==> config.mk <==
export PLATFORM = sky130hd
export DESIGN_NAME = stroke_drawer_flat
export DESIGN_NICKNAME = d
export VERILOG_FILES = /design/src/rtl/stroke_drawer_pkg.sv /design/src/rtl/stroke_drawer_if.sv /design/src/rtl/stroke_drawer_stepper.sv /design/src/rtl/stroke_drawer.sv /design/src/flat_wrapper.sv
export SDC_FILE = /design/constraint.sdc
export NUM_CORES = 1
export LEC_CHECK = 0
export BUFFER_PORTS_ARGS = -buffer_cell sky130_fd_sc_hd__buf_2
export CAP_MARGIN = 20
export CORE_MARGIN = 10
export CORE_UTILIZATION = 60
export DETAILED_ROUTE_END_ITERATION = 8
export GPL_TIMING_DRIVEN = 0
export PLACE_DENSITY = 0.78
export SYNTH_ARGS = -nofsm -noshare
export SYNTH_HDL_FRONTEND = slang
export SYNTH_SLANG_ARGS = --single-unit
==> constraint.sdc <==
create_clock -name clk_in -period 10.6 [get_ports clk_in]
set_input_delay 2.12 -clock clk_in [delete_from_list [all_inputs] [get_ports clk_in]]
set_output_delay 2.12 -clock clk_in [all_outputs]
set_load 0.02 [all_outputs]
==> src/rtl/stroke_drawer_pkg.sv <==
// Shared constants and types for the lightboard drawing path: frame and canvas
// geometry, pixel colour type and the stroke drawer state encoding.
package lightboard_pkg;

  localparam int H_PIXELS      = 1280;
  localparam int V_PIXELS      = 720;
  localparam int CANVAS_SHIFT  = 2;
  localparam int CANVAS_W      = H_PIXELS >> CANVAS_SHIFT;
  localparam int CANVAS_H      = V_PIXELS >> CANVAS_SHIFT;
  localparam int CANVAS_PIXELS = CANVAS_W * CANVAS_H;

  typedef logic [1:0]  colour_t;
  typedef logic [8:0]  cx_t;
  typedef logic [7:0]  cy_t;
  typedef logic [15:0] canvas_addr_t;

  typedef enum logic [1:0] {
    IDLE       = 2'd0,
    LINE_SETUP = 2'd1,
    LINE_STEP  = 2'd2,
    CLEARING   = 2'd3
  } stroke_state_t;

  typedef struct packed {
    cx_t     x;
    cy_t     y;
    colour_t colour;
    logic    pen;
  } point_t;

  // CANVAS_W is a constant, so the multiply folds into shifts and adds.
  function automatic canvas_addr_t canvas_addr(input cx_t cx, input cy_t cy);
    return canvas_addr_t'(cy) * canvas_addr_t'(CANVAS_W) + canvas_addr_t'(cx);
  endfunction

endpackage

==> src/rtl/stroke_drawer_if.sv <==
// Point input and canvas write bus of the stroke drawer; the master side feeds
// points and observes the canvas writes, the slave side is the drawer itself.
interface stroke_drawer_if;
  import lightboard_pkg::*;

  logic [10:0]  x_com_in;
  logic [9:0]   y_com_in;
  logic         valid_com_in;
  logic         pen_down_in;
  colour_t      colour_in;
  logic         clear_in;
  canvas_addr_t canvas_addr_out;
  colour_t      canvas_data_out;
  logic         canvas_we_out;
  logic         busy_out;

  modport master (
    output x_com_in, y_com_in, valid_com_in, pen_down_in, colour_in, clear_in,
    input  canvas_addr_out, canvas_data_out, canvas_we_out, busy_out
  );

  modport slave (
    input  x_com_in, y_com_in, valid_com_in, pen_down_in, colour_in, clear_in,
    output canvas_addr_out, canvas_data_out, canvas_we_out, busy_out
  );

endinterface

==> src/rtl/stroke_drawer_stepper.sv <==
// Bresenham line stepper on canvas coordinates: loaded with both endpoints,
// then advances one pixel per step and flags when the endpoint is reached.
module bresenham_stepper
  import lightboard_pkg::*;
(
  input  logic clk_i,
  input  logic rst_i,
  input  logic load_i,
  input  logic step_i,
  input  cx_t  x0_i,
  input  cy_t  y0_i,
  input  cx_t  x1_i,
  input  cy_t  y1_i,
  output cx_t  x_o,
  output cy_t  y_o,
  output cx_t  nx_o,
  output cy_t  ny_o,
  output logic done_o
);

  cx_t                x_q;
  cy_t                y_q;
  logic signed [10:0] err_q;
  logic signed [10:0] dx_q;
  logic signed [10:0] dy_q;
  logic               sx_q;
  logic               sy_q;

  cx_t                adx_d;
  cy_t                ady_d;
  logic signed [10:0] dx_d;
  logic signed [10:0] dy_d;
  logic signed [10:0] err_d;
  logic signed [10:0] err_step_d;
  logic signed [11:0] e2;
  logic signed [11:0] dx12;
  logic signed [11:0] dy12;
  logic               mv_x;
  logic               mv_y;

  // Line setup terms and the next point of the current line.
  always_comb begin
    adx_d      = (x1_i >= x0_i) ? (x1_i - x0_i) : (x0_i - x1_i);
    ady_d      = (y1_i >= y0_i) ? (y1_i - y0_i) : (y0_i - y1_i);
    dx_d       = $signed({2'b00, adx_d});
    dy_d       = 11'sd0 - $signed({3'b000, ady_d});
    err_d      = dx_d + dy_d;
    e2         = {err_q, 1'b0};
    dx12       = {dx_q[10], dx_q};
    dy12       = {dy_q[10], dy_q};
    mv_x       = (e2 >= dy12);
    mv_y       = (e2 <= dx12);
    // Both axis corrections use the pre-update error, so they may combine.
    err_step_d = err_q + (mv_x ? dy_q : 11'sd0) + (mv_y ? dx_q : 11'sd0);
    nx_o       = mv_x ? (sx_q ? (x_q - 9'd1) : (x_q + 9'd1)) : x_q;
    ny_o       = mv_y ? (sy_q ? (y_q - 8'd1) : (y_q + 8'd1)) : y_q;
  end

  assign x_o    = x_q;
  assign y_o    = y_q;
  assign done_o = (x_q == x1_i) && (y_q == y1_i);

  // Stepper state: load the start point and slopes, or advance one pixel.
  always_ff @(posedge clk_i) begin
    if (rst_i) begin
      x_q   <= 9'd0;
      y_q   <= 8'd0;
      err_q <= 11'sd0;
      dx_q  <= 11'sd0;
      dy_q  <= 11'sd0;
      sx_q  <= 1'b0;
      sy_q  <= 1'b0;
    end else if (load_i) begin
      x_q   <= x0_i;
      y_q   <= y0_i;
      err_q <= err_d;
      dx_q  <= dx_d;
      dy_q  <= dy_d;
      sx_q  <= (x1_i < x0_i);
      sy_q  <= (y1_i < y0_i);
    end else if (step_i) begin
      x_q   <= nx_o;
      y_q   <= ny_o;
      err_q <= err_step_d;
    end
  end

endmodule

==> src/rtl/stroke_drawer.sv <==
// Turns successive centre-of-mass points into connected Bresenham strokes on
// the reduced-resolution canvas, one BRAM pixel write per cycle, plus clear.
module stroke_drawer
  import lightboard_pkg::*;
(
  input  logic           clk_in,
  input  logic           rst_in,
  stroke_drawer_if.slave bus
);

  stroke_state_t state_q;
  point_t        tgt_q;
  point_t        pend_q;
  logic          pend_valid_q;
  cx_t           prev_x_q;
  cy_t           prev_y_q;
  logic          prev_valid_q;
  canvas_addr_t  clr_cnt_q;
  canvas_addr_t  addr_q;
  colour_t       data_q;
  logic          we_q;
  logic          busy_q;

  point_t live_pt;
  logic   live_ok;
  cx_t    start_x;
  cy_t    start_y;
  cx_t    st_x;
  cy_t    st_y;
  cx_t    st_nx;
  cy_t    st_ny;
  logic   st_done;
  logic   st_load;
  logic   st_step;

  // Live point converted to canvas coordinates with its range qualification.
  always_comb begin
    live_pt.x      = cx_t'(bus.x_com_in >> CANVAS_SHIFT);
    live_pt.y      = cy_t'(bus.y_com_in >> CANVAS_SHIFT);
    live_pt.colour = bus.colour_in;
    live_pt.pen    = bus.pen_down_in;
    live_ok        = bus.valid_com_in
                     && (bus.x_com_in < 11'(H_PIXELS))
                     && (bus.y_com_in < 10'(V_PIXELS));
  end

  // A lifted pen or a broken stroke starts the line at the new point itself.
  assign start_x = (prev_valid_q && tgt_q.pen) ? prev_x_q : tgt_q.x;
  assign start_y = (prev_valid_q && tgt_q.pen) ? prev_y_q : tgt_q.y;
  assign st_load = (state_q == LINE_SETUP) && !bus.clear_in;
  assign st_step = (state_q == LINE_STEP) && !bus.clear_in && !st_done;

  bresenham_stepper u_stepper (
    .clk_i  (clk_in),
    .rst_i  (rst_in),
    .load_i (st_load),
    .step_i (st_step),
    .x0_i   (start_x),
    .y0_i   (start_y),
    .x1_i   (tgt_q.x),
    .y1_i   (tgt_q.y),
    .x_o    (st_x),
    .y_o    (st_y),
    .nx_o   (st_nx),
    .ny_o   (st_ny),
    .done_o (st_done)
  );

  // Control FSM with pending point, clear sweep and registered write port.
  always_ff @(posedge clk_in) begin
    if (rst_in) begin
      state_q      <= IDLE;
      tgt_q        <= '0;
      pend_q       <= '0;
      pend_valid_q <= 1'b0;
      prev_x_q     <= 9'd0;
      prev_y_q     <= 8'd0;
      prev_valid_q <= 1'b0;
      clr_cnt_q    <= 16'd0;
      addr_q       <= 16'd0;
      data_q       <= 2'd0;
      we_q         <= 1'b0;
      busy_q       <= 1'b0;
    end else begin
      we_q <= 1'b0;
      // Points arriving while busy wait here; later branches may discard them.
      if ((state_q != IDLE) && live_ok) begin
        pend_q       <= live_pt;
        pend_valid_q <= 1'b1;
      end
      case (state_q)
        IDLE: begin
          if (bus.clear_in) begin
            state_q      <= CLEARING;
            clr_cnt_q    <= 16'd0;
            pend_valid_q <= 1'b0;
            busy_q       <= 1'b1;
          end else if (live_ok) begin
            tgt_q        <= live_pt;
            pend_valid_q <= 1'b0;
            state_q      <= LINE_SETUP;
            busy_q       <= 1'b1;
          end else if (pend_valid_q) begin
            tgt_q        <= pend_q;
            pend_valid_q <= 1'b0;
            state_q      <= LINE_SETUP;
            busy_q       <= 1'b1;
          end
        end
        LINE_SETUP: begin
          if (bus.clear_in) begin
            state_q      <= CLEARING;
            clr_cnt_q    <= 16'd0;
            pend_valid_q <= 1'b0;
          end else begin
            we_q    <= 1'b1;
            addr_q  <= canvas_addr(start_x, start_y);
            data_q  <= tgt_q.colour;
            state_q <= LINE_STEP;
          end
        end
        LINE_STEP: begin
          if (bus.clear_in) begin
            state_q      <= CLEARING;
            clr_cnt_q    <= 16'd0;
            pend_valid_q <= 1'b0;
          end else if (st_done) begin
            prev_x_q     <= st_x;
            prev_y_q     <= st_y;
            prev_valid_q <= tgt_q.pen;
            state_q      <= IDLE;
            busy_q       <= 1'b0;
          end else begin
            we_q   <= 1'b1;
            addr_q <= canvas_addr(st_nx, st_ny);
            data_q <= tgt_q.colour;
          end
        end
        CLEARING: begin
          if (clr_cnt_q == canvas_addr_t'(CANVAS_PIXELS)) begin
            state_q      <= IDLE;
            busy_q       <= 1'b0;
            prev_valid_q <= 1'b0;
            pend_valid_q <= 1'b0;
          end else begin
            we_q      <= 1'b1;
            addr_q    <= clr_cnt_q;
            data_q    <= 2'd0;
            clr_cnt_q <= clr_cnt_q + 16'd1;
          end
        end
        default: begin
          state_q <= IDLE;
          busy_q  <= 1'b0;
        end
      endcase
    end
  end

  assign bus.canvas_addr_out = addr_q;
  assign bus.canvas_data_out = data_q;
  assign bus.canvas_we_out   = we_q;
  assign bus.busy_out        = busy_q;

endmodule
==> src/flat_wrapper.sv <==
// flat-port wrapper written by rule: the top's interface ports become plain ports
module stroke_drawer_flat import lightboard_pkg::*;
  (clk_in, rst_in, bus_x_com_in, bus_y_com_in, bus_valid_com_in, bus_pen_down_in, bus_colour_in, bus_clear_in, bus_canvas_addr_out, bus_canvas_data_out, bus_canvas_we_out, bus_busy_out);
  stroke_drawer_if bus_i ();
  input  logic clk_in;
  input  logic rst_in;
  input wire logic [$bits(bus_i.x_com_in)-1:0] bus_x_com_in;
  input wire logic [$bits(bus_i.y_com_in)-1:0] bus_y_com_in;
  input wire logic [$bits(bus_i.valid_com_in)-1:0] bus_valid_com_in;
  input wire logic [$bits(bus_i.pen_down_in)-1:0] bus_pen_down_in;
  input wire logic [$bits(bus_i.colour_in)-1:0] bus_colour_in;
  input wire logic [$bits(bus_i.clear_in)-1:0] bus_clear_in;
  output wire logic [$bits(bus_i.canvas_addr_out)-1:0] bus_canvas_addr_out;
  output wire logic [$bits(bus_i.canvas_data_out)-1:0] bus_canvas_data_out;
  output wire logic [$bits(bus_i.canvas_we_out)-1:0] bus_canvas_we_out;
  output wire logic [$bits(bus_i.busy_out)-1:0] bus_busy_out;
  assign bus_i.x_com_in = bus_x_com_in;
  assign bus_i.y_com_in = bus_y_com_in;
  assign bus_i.valid_com_in = bus_valid_com_in;
  assign bus_i.pen_down_in = bus_pen_down_in;
  assign bus_i.colour_in = bus_colour_in;
  assign bus_i.clear_in = bus_clear_in;
  assign bus_canvas_addr_out = bus_i.canvas_addr_out;
  assign bus_canvas_data_out = bus_i.canvas_data_out;
  assign bus_canvas_we_out = bus_i.canvas_we_out;
  assign bus_busy_out = bus_i.busy_out;
  stroke_drawer u_core (.clk_in(clk_in), .rst_in(rst_in), .bus(bus_i));
endmodule
==> summary.md, run 1 <==
| Metric | Value |
|---|---|
| DR vias | approximately 10000 |
| Top Ports | 48 |
| CTS max path bufs | 2 |
| Worst setup EP type | flop |
| Worst-path maximum fanout | 10 |
| Crit path time final | 6250 ps |
| Vias/cell | between 6 and 7 |
| Max-slew violations | 0 |
| Clock skew | about 8.4 ps |
| Vias in the first global route | between 9000 and 10000 |
| Global-route wire length before repair | between 50000 and 60000 um |
| RSZ-0062 raised after global routing | false |
| DRT Pass-1 Iters | 7 |
| Worst VDD drop | ~0.20 mV |
| Largest area contributor in the netlist | dfxtp_1 |
| Clk_lat worst skew | about 430 ps |
| LEAKAGE | 5.33 nW |
| CTS clock-pin slew for the worst setup and hold paths | about 60 ps |
| Setup Buffers After CTS | 0 |
| CP Data Required Time | 10920 ps |
| Overflow after GRT | 0 |
| Top post-synthesis cells by area | dfxtp_1 (26%), ha_1 (13%), nor2_1 (5.3%) |
| Launch point of the worst hold path | u_core.pend_q[2] |
| Final ANT Viol Nets | 0 |
| DRT iter0 DRCs | roughly 850 |
| Xor-xnor portion of the synthesized cell area | 0.0758 |
| DP Wirelength | 25600 um |
| RR Startpoint | u_core.tgt_q[0] |
| Initial antenna violation count | 0 |
| PostCTS Resize Cnt | 0 |
| Row Count | 49 |
| GP Congestion | approximately 0.99 |
| Share of cells above drive strength 1 | 0.0819 |
| Non-Filler Cell Area, Final | ~12000 um2 |
| Adder-Cell Fraction of Synth Area | 0.167 |
| Most common library cells after synthesis | nor2_1 (159), dfxtp_1 (145), nand2_1 (129) |
| Worst hold path type | reg2reg |
| Cells after synthesis | roughly 1400 |
| Synthesized area per cell | 8.13 um2 |
| Ys Warns | 0 |
| Relative slew slack | 0.265 |
| Yosys cell types | 78 |
| Htree depth | 4 |
| Post-synth EDFFs | 0 |
| Die Width | ~160 um |
| Pin count of the biggest net entering global routing | 17 |
| Synth Area in Compound Gates | 0.204 |
| Routed len/inst | just under 20 um |
| Period utilization | 0.590 |
| Placed Area | around 12000 um2 |
| Largest family of logic cells by synthesized area | compound AO/OA/AOI/OAI gates |
| Antenna fix cells | 0 |
| Final hold vios | 0 |
| Clock Tree Root | clkbuf_16 |
| Nets | approximately 1600 |
| Initial Util | 0.617 |
| Top-count cell post-synth | nor2_1 |
| Post-synth ARST share | 0 |
| Num CTS Buffers | 17 |
| Clk sinks | roughly 150 |
| Port Buffer Count | 42 |
| Max-Cap Viols | 0 |
| Post-synthesis net count | around 1500 |
| Sequential share of the synthesized area | 0.259 |
| Startpoint Class | flop |
| Core Region | about 18000 um2 |
| Post-synthesis mux area share | 0.0713 |
| Arrival time worst endpoint | between 6000 and 7000 ps |
| Die H | 157 um |
| Cell Area, Synth | between 10000 and 15000 um2 |
| Area grow syn2layout | 9.67% |
| Number of remaining DRC errors | 0 |
| Yosys top cell area share | 0.259 |
| Finished Core Util | 0.677 |
| Setup CP Type | reg2reg |
| Pwr dens | between 300 and 400 nW/um2 |
| Outcome | finished clean |
| Setup crit start | u_core.tgt_q[0] |
| Total Wirelength | 33100 um |
| Achievable frequency | approximately 160 MHz |
| Final setup viols | 0 |
| Worst-margin pin slew | roughly 1100 ps |
| GR Util All Layers | 0.266 |
| Non-Filler Instances | around 1700 |
| Total negative setup slack | 0 ps |
| Simple-gate share of the synthesized area | 0.168 |
| Placed Cells | between 1500 and 2000 |
| CTS tree | done |
| Seq cells post-synth | 145 |
| Hold Buf Count CTS | 0 |
| Die Footprint | 24500 um2 |
| Top FF cell, synth | dfxtp_1 |
[cell usage in the layout, fill, tap and decap left out, types with 8 or more instances in the layout]
| master | n |
|---|---|
| a211oi_1 | 42 |
| a21o_1 | 16 |
| a21oi_1 | 99 |
| a221oi_1 | 14 |
| a22oi_1 | 12 |
| a31oi_1 | 8 |
| and3_1 | 8 |
| buf_2 | 44 |
| clkbuf_1 | 61 |
| clkbuf_16 | 17 |
| dfxtp_1 | 145 |
| fa_1 | 21 |
| ha_1 | 116 |
| inv_1 | 93 |
| mux2_2 | 17 |
| mux2i_1 | 58 |
| nand2_1 | 129 |
| nand3_1 | 32 |
| nor2_1 | 159 |
| nor2b_1 | 16 |
| nor3_1 | 17 |
| nor4_1 | 10 |
| o211ai_1 | 8 |
| o21ai_0 | 62 |
| or3_1 | 8 |
| xnor2_1 | 50 |
| xor2_1 | 47 |
[final cells by class]
type / count / area [um2]
clock buffers: 19 / 443
clock inverters: 13 / 136
fillers: 1551 / 5860
plain buffers: 66 / 255
inverters: 94 / 353
well taps: 229 / 287
repair buffers: 43 / 218
flip-flops and latches: 145 / 2900
multi-input cells: 1073 / 7690
[critical path, cell delays in order, from the launching register on]
cell and delay [ps]:
dfxtp_1 380, nand2_1 340, clkbuf_1 580, mux2i_1 590
inv_1 280, ha_1 390, nor2b_1 140, o21ai_0 230
a21oi_1 140, o22a_1 230, o31a_1 360, mux2_2 330
a221o_1 340, a21oi_1 240, xnor2_1 130, ha_1 380
nand2_1 70, o21ai_0 330, nand3_1 150, and3_1 180
o311a_1 310
[per-stage QoR]
stage / power [mW] / setup WS [ps] / hold slack [ps]
floorplan: 2.42 / 5650 / 436
global placement: 2.99 / 4530 / 441
detailed placement: 3.04 / 4550 / 446
CTS: 3.66 / 4500 / 455
global route: 3.96 / 3890 / 468
finish: 3.73 / 4350 / 451
[power breakdown]
part / total, mW / switching (mW) / internal [mW]
Clock: 0.609 / 0.257 / 0.353
Combinational: 2.40 / 1.52 / 0.884
Sequential: 0.720 / 0.0866 / 0.633
Total: 3.73 / 1.86 / 1.87
[metal layers]
metal  wire, um  GRT usage
met1      14000      0.330
met2      15200      0.439
met3       2770     0.0603
met4       1030      0.105
met5          0          0
[flip-flops by register name, summed over array words and instances, names as in the netlist]
register	count
u_core.prev_valid_q	1
u_core.u_stepper.err_q	11
u_core.bus.canvas_addr_out	16
u_core.u_stepper.x_o	9
u_core.u_stepper.dx_q	9
u_core.bus.canvas_data_out	2
u_core.bus.canvas_we_out	1
u_core.prev_x_q	9
u_core.bus.busy_out	1
u_core.clr_cnt_q	16
u_core.u_stepper.sy_q	1
u_core.pend_valid_q	1
u_core.u_stepper.dy_q	9
u_core.u_stepper.y_o	8
u_core.u_stepper.sx_q	1
u_core.pend_q	20
u_core.tgt_q	20
u_core.prev_y_q	8
u_core.state_q	2
[logic make-up after synthesis]
| group | after synthesis |
|---|---|
| flip-flops | 145 |
| buffers and inverters | 160 |
| XOR/XNOR | 97 |
| AND/OR/NAND/NOR | 421 |
| AO/OA/AOI/OAI | 341 |
| adder cells (fa/ha/maj) | 137 |
| multiplexers | 77 |
[path summary, 6_finish.rpt]
check	endpoint	slack, ps	cells past startpoint
setup / recovery	u_core.u_stepper.err_q[9]	4350	20
hold / removal	u_core.pend_q[2]	450	2
setup reg to reg	u_core.u_stepper.err_q[9]	4350	20
hold reg to reg	u_core.pend_q[2]	450	2
(Power assumes the default switching activity.)
==> run 2: changes to the inputs <==
- ABC_AREA: unset -> 1
- CORE_UTILIZATION: 60 -> 57
- PLACE_DENSITY: 0.78 -> 0.77
- clock period: 10.6 -> 5.1 ns (I/O delays scaled with it)
==> run 2 against run 1 <==
Compared with the run above: register-to-register slack worse by 4000 ps; setup slack got worse by 4000 ps; design area is 6.2% higher; via count up 14%; clock skew is 7.6 ps higher; clock-buffer cell count down 1; maximum frequency grew 32%; power grew to 2.5 times the previous value.
==> summary.md, run 2 <==
| Metric | Value |
|---|---|
| Outcome | finished clean |
| Yosys cell types | 56 (-28%) |
| Top FF cell, synth | dfxtp_1 |
| Finished Core Util | 0.645 (-0.0319) |
| Fillers | 1830 (+18%) |
| Worst setup EP type | flop |
| Period utilization | 0.930 (+0.341) |
| Clk_lat worst skew | 440 ps (about the same) |
| Top Ports | 48 (unchanged) |
| Relative slew slack | 0.370 (+0.105) |
| Htree depth | 4 (unchanged) |
| Placed Cells | 2024 (+23%) |
| Worst path max stage delay | 390 ps (-200 ps) |
| Setup CP Type | reg2reg |
| Achievable frequency | 211 MHz (+32%) |
| CP Data Required Time | 5400 ps (-5520 ps) |
| Number of remaining DRC errors | 0 (unchanged) |
| Overflow after GRT | 0 (unchanged) |
| Arrival time worst endpoint | 5040 ps (-1530 ps) |
| Num CTS Buffers | 17 (unchanged) |
| Vias/cell | 5.77 (-6.5%) |
| Most common library cells after synthesis | nand2_1 (344), inv_1 (210), a21oi_1 (167) |
| Largest area contributor in the netlist | dfxtp_1 |
| Synthesized area per cell | 6.85 um2 (-16%) |
| Worst VDD drop | 0.529 mV (+170%) |
| Initial antenna violation count | 0 (unchanged) |
| Crit-path most repeated cell | nand2_1 |
| Clock Tree Root | clkbuf_16 |
| Final setup viols | 0 (unchanged) |
| Startpoint Class | flop |
| Area grow syn2layout | 11.3% |
| Top flop regs | u_core.pend_q (20), u_core.tgt_q (20) |
| CTS clock-pin slew for the worst setup and hold paths | 70 ps (about the same) |
| Yosys top cell area share | 0.247 (-0.0116) |
| Vias in the first global route | 11300 (+14%) |
| LEAKAGE | 6.33 nW (+19%) |
| Final hold vios | 0 (unchanged) |
| Post-synth ARST share | 0 (unchanged) |
| Routed len/inst | 17.4 um (-11%) |
| Worst hold path type | reg2reg |
| Most common cell after layout, fill and taps aside | nand2_1 |
| Port Buffer Count | 41 (-2.4%) |
| Die Footprint | 26700 um2 (+8.9%) |
| Clock skew | 16.0 ps (+7.57 ps) |
| Antenna fix cells | 0 (unchanged) |
| Post-synthesis net count | 1877 (+22%) |
| Pin count of the biggest net entering global routing | 17 (unchanged) |
| Post-synth EDFFs | 0 (unchanged) |
| Crit path time final | 4740 ps (-1500 ps) |
| Pwr dens | 715 nW/um2 (+140%) |
| CTS tree | done |
| RSZ-0062 raised after global routing | true |
| Final ANT Viol Nets | 0 (unchanged) |
| Share of cells above drive strength 1 | 0.116 (+0.0340) |
| DRT Pass-1 Iters | 6 (-1) |
| Worst-margin pin slew | 936 ps (-159 ps) |
| DR vias | 11900 (+14%) |
| Cell Area, Synth | 11700 um2 (+4.7%) |
| Max-slew violations | 0 (unchanged) |
| Cells after synthesis | 1712 (+24%) |
| Max-Cap Viols | 0 (unchanged) |
| Commonest non-fill, non-tap cells in the layout | nand2_1 (342), inv_1 (206), a21oi_1 (163) |
| Die Width | 163 um (+4.3%) |
| Seq cells post-synth | 145 (unchanged) |
| Die H | 163 um (+4.3%) |
| Global-route wire length before repair | 57800 um (+12%) |
| Clk sinks | 145 (unchanged) |
| Initial Util | 0.580 (-0.0376) |
| Placed Area | 12300 um2 (+4.9%) |
| Nets | 1938 (+21%) |
| Slowest cell on crit path | o21ai_0 |
| Ys Warns | 0 (unchanged) |
| GR Util All Layers | 0.268 (+0.00185) |
| Core Region | 20200 um2 (+12%) |
| Sequential share of the synthesized area | 0.247 (-0.0116) |
| Total Wirelength | 35800 um (+8.3%) |
| Hold Slack | 462 ps (+11.0 ps) |
| Row Count | 52 (+6.1%) |
| Hold Buf Count CTS | 0 (unchanged) |
| Tot Pwr | 9.34 mW (+150%) |
| Non-Filler Instances | 2056 (+22%) |
| Top-count cell post-synth | nand2_1 |
| DRT iter0 DRCs | 1016 (+20%) |
| GP Congestion | 0.991 (+0.56%) |
| DP Wirelength | 28400 um (+11%) |
| Worst-path maximum fanout | 10 (unchanged) |
| CTS max path bufs | 2 (unchanged) |
| Non-Filler Cell Area, Final | 13100 um2 (+6.2%) |
| Top post-synthesis cells by area | dfxtp_1 (25%), ha_1 (12%), nand2_1 (11%) |
## run 2: cell count changes in the layout (fill, tap and decap cells not counted), moves of 33 or more
cell and delta:
a211oi_1 -38, a21oi_1 +64, inv_1 +113, mux2i_1 -58, nand2_1 +213, nand3_1 +41, o21ai_0 +74, xnor2_1 -33
## run 2: timing repair
action	4_1_cts	5_1_grt
gates cloned	0	0
endpoints found under the setup margin	4	6
pin swaps	0	1
buffers inserted	0	1
resized for setup	21	39
## run 2: worst paths after layout
check,from,to,slack (ps),cells past startpoint
worst max-delay path,u_core.prev_valid_q,u_core.u_stepper.err_q[8],360,30
worst max register to register,u_core.prev_valid_q,u_core.u_stepper.err_q[8],360,30
worst min register to register,u_core.bus.busy_out,u_core.bus.busy_out,460,2
worst min-delay path,u_core.bus.busy_out,u_core.bus.busy_out,460,2
## run 2: cell type report
| type | instances | area (um2) | share of cell area |
|---|---|---|---|
| plain buffers | 61 | 304 | 0.0233 |
| clock buffers | 18 | 439 | 0.0336 |
| clock inverters | 14 | 183 | 0.0140 |
| inverters | 228 | 856 | 0.0656 |
| multi-input cells | 1277 | 7810 | 0.598 |
| flip-flops and latches | 145 | 2900 | 0.222 |
| well taps | 270 | 338 | 0.0259 |
| repair buffers | 43 | 220 | 0.0169 |
## run 2: cell families after synthesis
group / Yosys count / share of synthesized area
DFF: 145 / 0.247
buffers and inverters: 290 / 0.0976
adders and majority gates: 137 / 0.160
and+or+nand+nor: 663 / 0.253
AOI/OAI and AO/OA: 416 / 0.196
xor gates and xnor gates: 61 / 0.0468
## run 2: routing by layer
| metal | track usage | vias up | share of wire |
|---|---|---|---|
| met2 | 0.453 | 476 | 0.47 |
| met3 | 0.0466 | 119 | 0.063 |
| met4 | 0.123 | 0 | 0.049 |
| li1 | - | 5789 | - |
| met1 | 0.325 | 5476 | 0.42 |
| met5 | 0 | - | 0 |
## run 2: worst max-delay path: cells and delay by family, from the launching register on
kind                       cells  cell delay, ps
AOI/OAI and AO/OA              9            1750
adders and majority gates      2             620
buffers and inverters          5             520
DFF                            1             380
and+or+nand+nor               14            1330
## run 2: report_power, final
| group | total (mW) | switching [mW] | internal, mW | leakage, nW |
|---|---|---|---|---|
| clock | 1.35 | 0.585 | 0.761 | 0.307 |
| sequential | 1.57 | 0.224 | 1.34 | 1.18 |
| combinational | 6.43 | 4.25 | 2.18 | 4.84 |
| total | 9.34 | 5.06 | 4.28 | 6.33 |
## run 2: per-stage QoR
| stage | TNS, ps | setup slack, ps |
|---|---|---|
| final | 0 | 356 |
| after global routing | -93.4 | -53.2 |
| after CTS | 0 | 19.3 |
| after detailed placement | -1150 | -396 |
| after global placement | -1020 | -350 |
| after floorplan | 0 | 865 |
==> run 3: changes to the inputs <==
- CORE_UTILIZATION: 57 -> 60
- PLACE_DENSITY: 0.77 -> unset
- PLACE_DENSITY_LB_ADDON: unset -> 0.15
- clock period: 5.1 -> 5.85 ns (I/O delays scaled with it)
==> run 3 against run 2 <==
Compared with the run above: power shrank 15%; sequential power fell by 13%; highest routed layer unchanged; non-clock buffer count is the same; register-to-register slack hardly changed; via count decreased by 0.47%; combinational power down 15%; design area down 1.4%; clock-buffer cell count stayed put; sequential cell count did not move; largest cell class unchanged; clock skew down 2.8 ps.
==> summary.md, run 3 (synthesis gave the netlist of run 2 again) <==
| Metric | Value |
|---|---|
| Outcome | finished clean |
| Non-Filler Cell Area, Final | 12900 um2 (-1.4%) |
| Slowest cell on crit path | o21ai_1 |
| Overflow after GRT | 0 (unchanged) |
| Tot Pwr | 7.95 mW (-15%) |
| Share of cells above drive strength 1 | 0.0991 (-0.0168) |
| Clock Tree Root | clkbuf_16 |
| Global-route wire length before repair | 56700 um (-1.9%) |
| Placed Cells | 2019 (-0.25%) |
| Arrival time worst endpoint | 5880 ps (+840 ps) |
| Top Ports | 48 (unchanged) |
| Total negative setup slack | 0 ps (unchanged) |
| Worst-path maximum fanout | 10 (unchanged) |
| RSZ-0062 raised after global routing | false |
| Placed Area | 12300 um2 (about the same) |
| Setup Buffers After CTS | 0 (unchanged) |
| DRT Pass-1 Iters | 7 (+1) |
| Die Footprint | 25500 um2 (-4.4%) |
| Worst setup EP type | flop |
| CTS clock-pin slew for the worst setup and hold paths | 70 ps (about the same) |
| Setup CP Type | reg2reg |
| Pwr dens | 618 nW/um2 (-14%) |
| Final ANT Viol Nets | 0 (unchanged) |
| Port Buffer Count | 41 (unchanged) |
| Hold Slack | 448 ps (-13.6 ps) |
| Pin count of the biggest net entering global routing | 17 (unchanged) |
| Final worst setup slack | 348 ps (-7.51 ps) |
| Htree depth | 4 (unchanged) |
| Initial Util | 0.607 (+0.0270) |
| GR Util All Layers | 0.271 (+0.00259) |
| Routed len/inst | 17.5 um (+0.24%) |
| Vias/cell | 5.76 (-0.23%) |
| Crit-path most repeated cell | nand2_1 |
| Startpoint Class | flop |
| Row Count | 51 (-1.9%) |
| Pre-CTS WS | 394 ps (+790 ps) |
| GP Congestion | 0.969 (-2.3%) |
| Nets | 1938 (unchanged) |
| Number of remaining DRC errors | 0 (unchanged) |
| Die Width | 160 um (-2.2%) |
| PostCTS Resize Cnt | 0 (-100%) |
| DP Wirelength | 28100 um (-1.0%) |
| Worst reg-to-reg path cell count | 29 (-3.3%) |
| Final hold vios | 0 (unchanged) |
| Antenna fix cells | 0 (unchanged) |
| Clock skew | 13.2 ps (-2.84 ps) |
| Period utilization | 0.940 (+0.0102) |
| Num CTS Buffers | 17 (unchanged) |
| CTS tree | done |
| Top flop regs | u_core.pend_q (20), u_core.tgt_q (20) |
| Final setup viols | 0 (unchanged) |
| Finished Core Util | 0.666 (+0.0205) |
| Area grow syn2layout | 9.72% |
| Worst VDD drop | 0.428 mV (-19%) |
| Crit path time final | 5500 ps (+758 ps) |
| Die H | 160 um (-2.2%) |
| Achievable frequency | 182 MHz (-14%) |
| Clk_lat worst skew | 430 ps (about the same) |
| Relative slew slack | 0.413 (+0.0435) |
| DRT iter0 DRCs | 1028 (+1.2%) |
| CTS max path bufs | 2 (unchanged) |
| DR vias | 11800 (-0.47%) |
| Worst hold path type | reg2reg |
| Core Region | 19300 um2 (-4.4%) |
| Max-Cap Viols | 0 (unchanged) |
| Most common cell after layout, fill and taps aside | nand2_1 |
| Total Wirelength | 35800 um (about the same) |
| Worst path max stage delay | 480 ps (+90 ps) |
| CP Data Required Time | 6230 ps (+830 ps) |
| Initial antenna violation count | 2 (+2) |
| Hold Buf Count CTS | 0 (unchanged) |
| Clk sinks | 145 (unchanged) |
| Worst-margin pin slew | 871 ps (-64.6 ps) |
| LEAKAGE | 6.27 nW (-0.84%) |
| Max-slew violations | 0 (unchanged) |
| Non-Filler Instances | 2051 (-0.24%) |
| Vias in the first global route | 11200 (-1.2%) |
| Commonest non-fill, non-tap cells in the layout | nand2_1 (344), inv_1 (210), a21oi_1 (167) |
| Hold path depth | 2 (unchanged) |
[run 3: cell types whose count changed in the layout (fill, tap and decap cells not counted), sizes merged]
cell      change
buf           -3
bufinv        -1
clkinv        -1
clkbuf        +3
inv           +1
clkinvlp      +1
[run 3: where the power goes]
| group | internal (mW) | switching, mW |
|---|---|---|
| Sequential | 1.17 | 0.190 |
| Combinational | 1.85 | 3.61 |
| Clock | 0.620 | 0.509 |
| Total | 3.64 | 4.31 |
[run 3: area by class of cell]
type | count | area [um2]
clock inverter | 14 | 155
inverter | 228 | 856
timing repair buffer | 42 | 213
clock buffer | 18 | 439
tap | 265 | 332
sequential | 145 | 2900
buffer | 62 | 290
fill | 1820 | 6470
multi-input combinational | 1277 | 7680
[run 3: worst max-delay path, delay by kind of cell (launching register included)]
kind                       cells  cell delay (ps)
AOI/OAI and AO/OA              9             1730
adders and majority gates      3              900
DFF                            1              370
xor gates and xnor gates       1              280
and+or+nand+nor                9             1110
buffers and inverters          7             1060
[run 3: final timing paths]
path	end	slack (ps)	from
max	u_core.u_stepper.err_q[9]	350	u_core.tgt_q[0]
min	u_core.bus.busy_out	450	u_core.bus.busy_out
max reg2reg	u_core.u_stepper.err_q[9]	350	u_core.tgt_q[0]
min reg2reg	u_core.bus.busy_out	450	u_core.bus.busy_out
[run 3: metal layers]
metal,vias up,wire length [um],GRT usage
li1,5790,-,-
met1,5396,14500,0.325
met2,508,16900,0.465
met3,110,2660,0.0383
met4,0,1690,0.133
met5,-,0,0
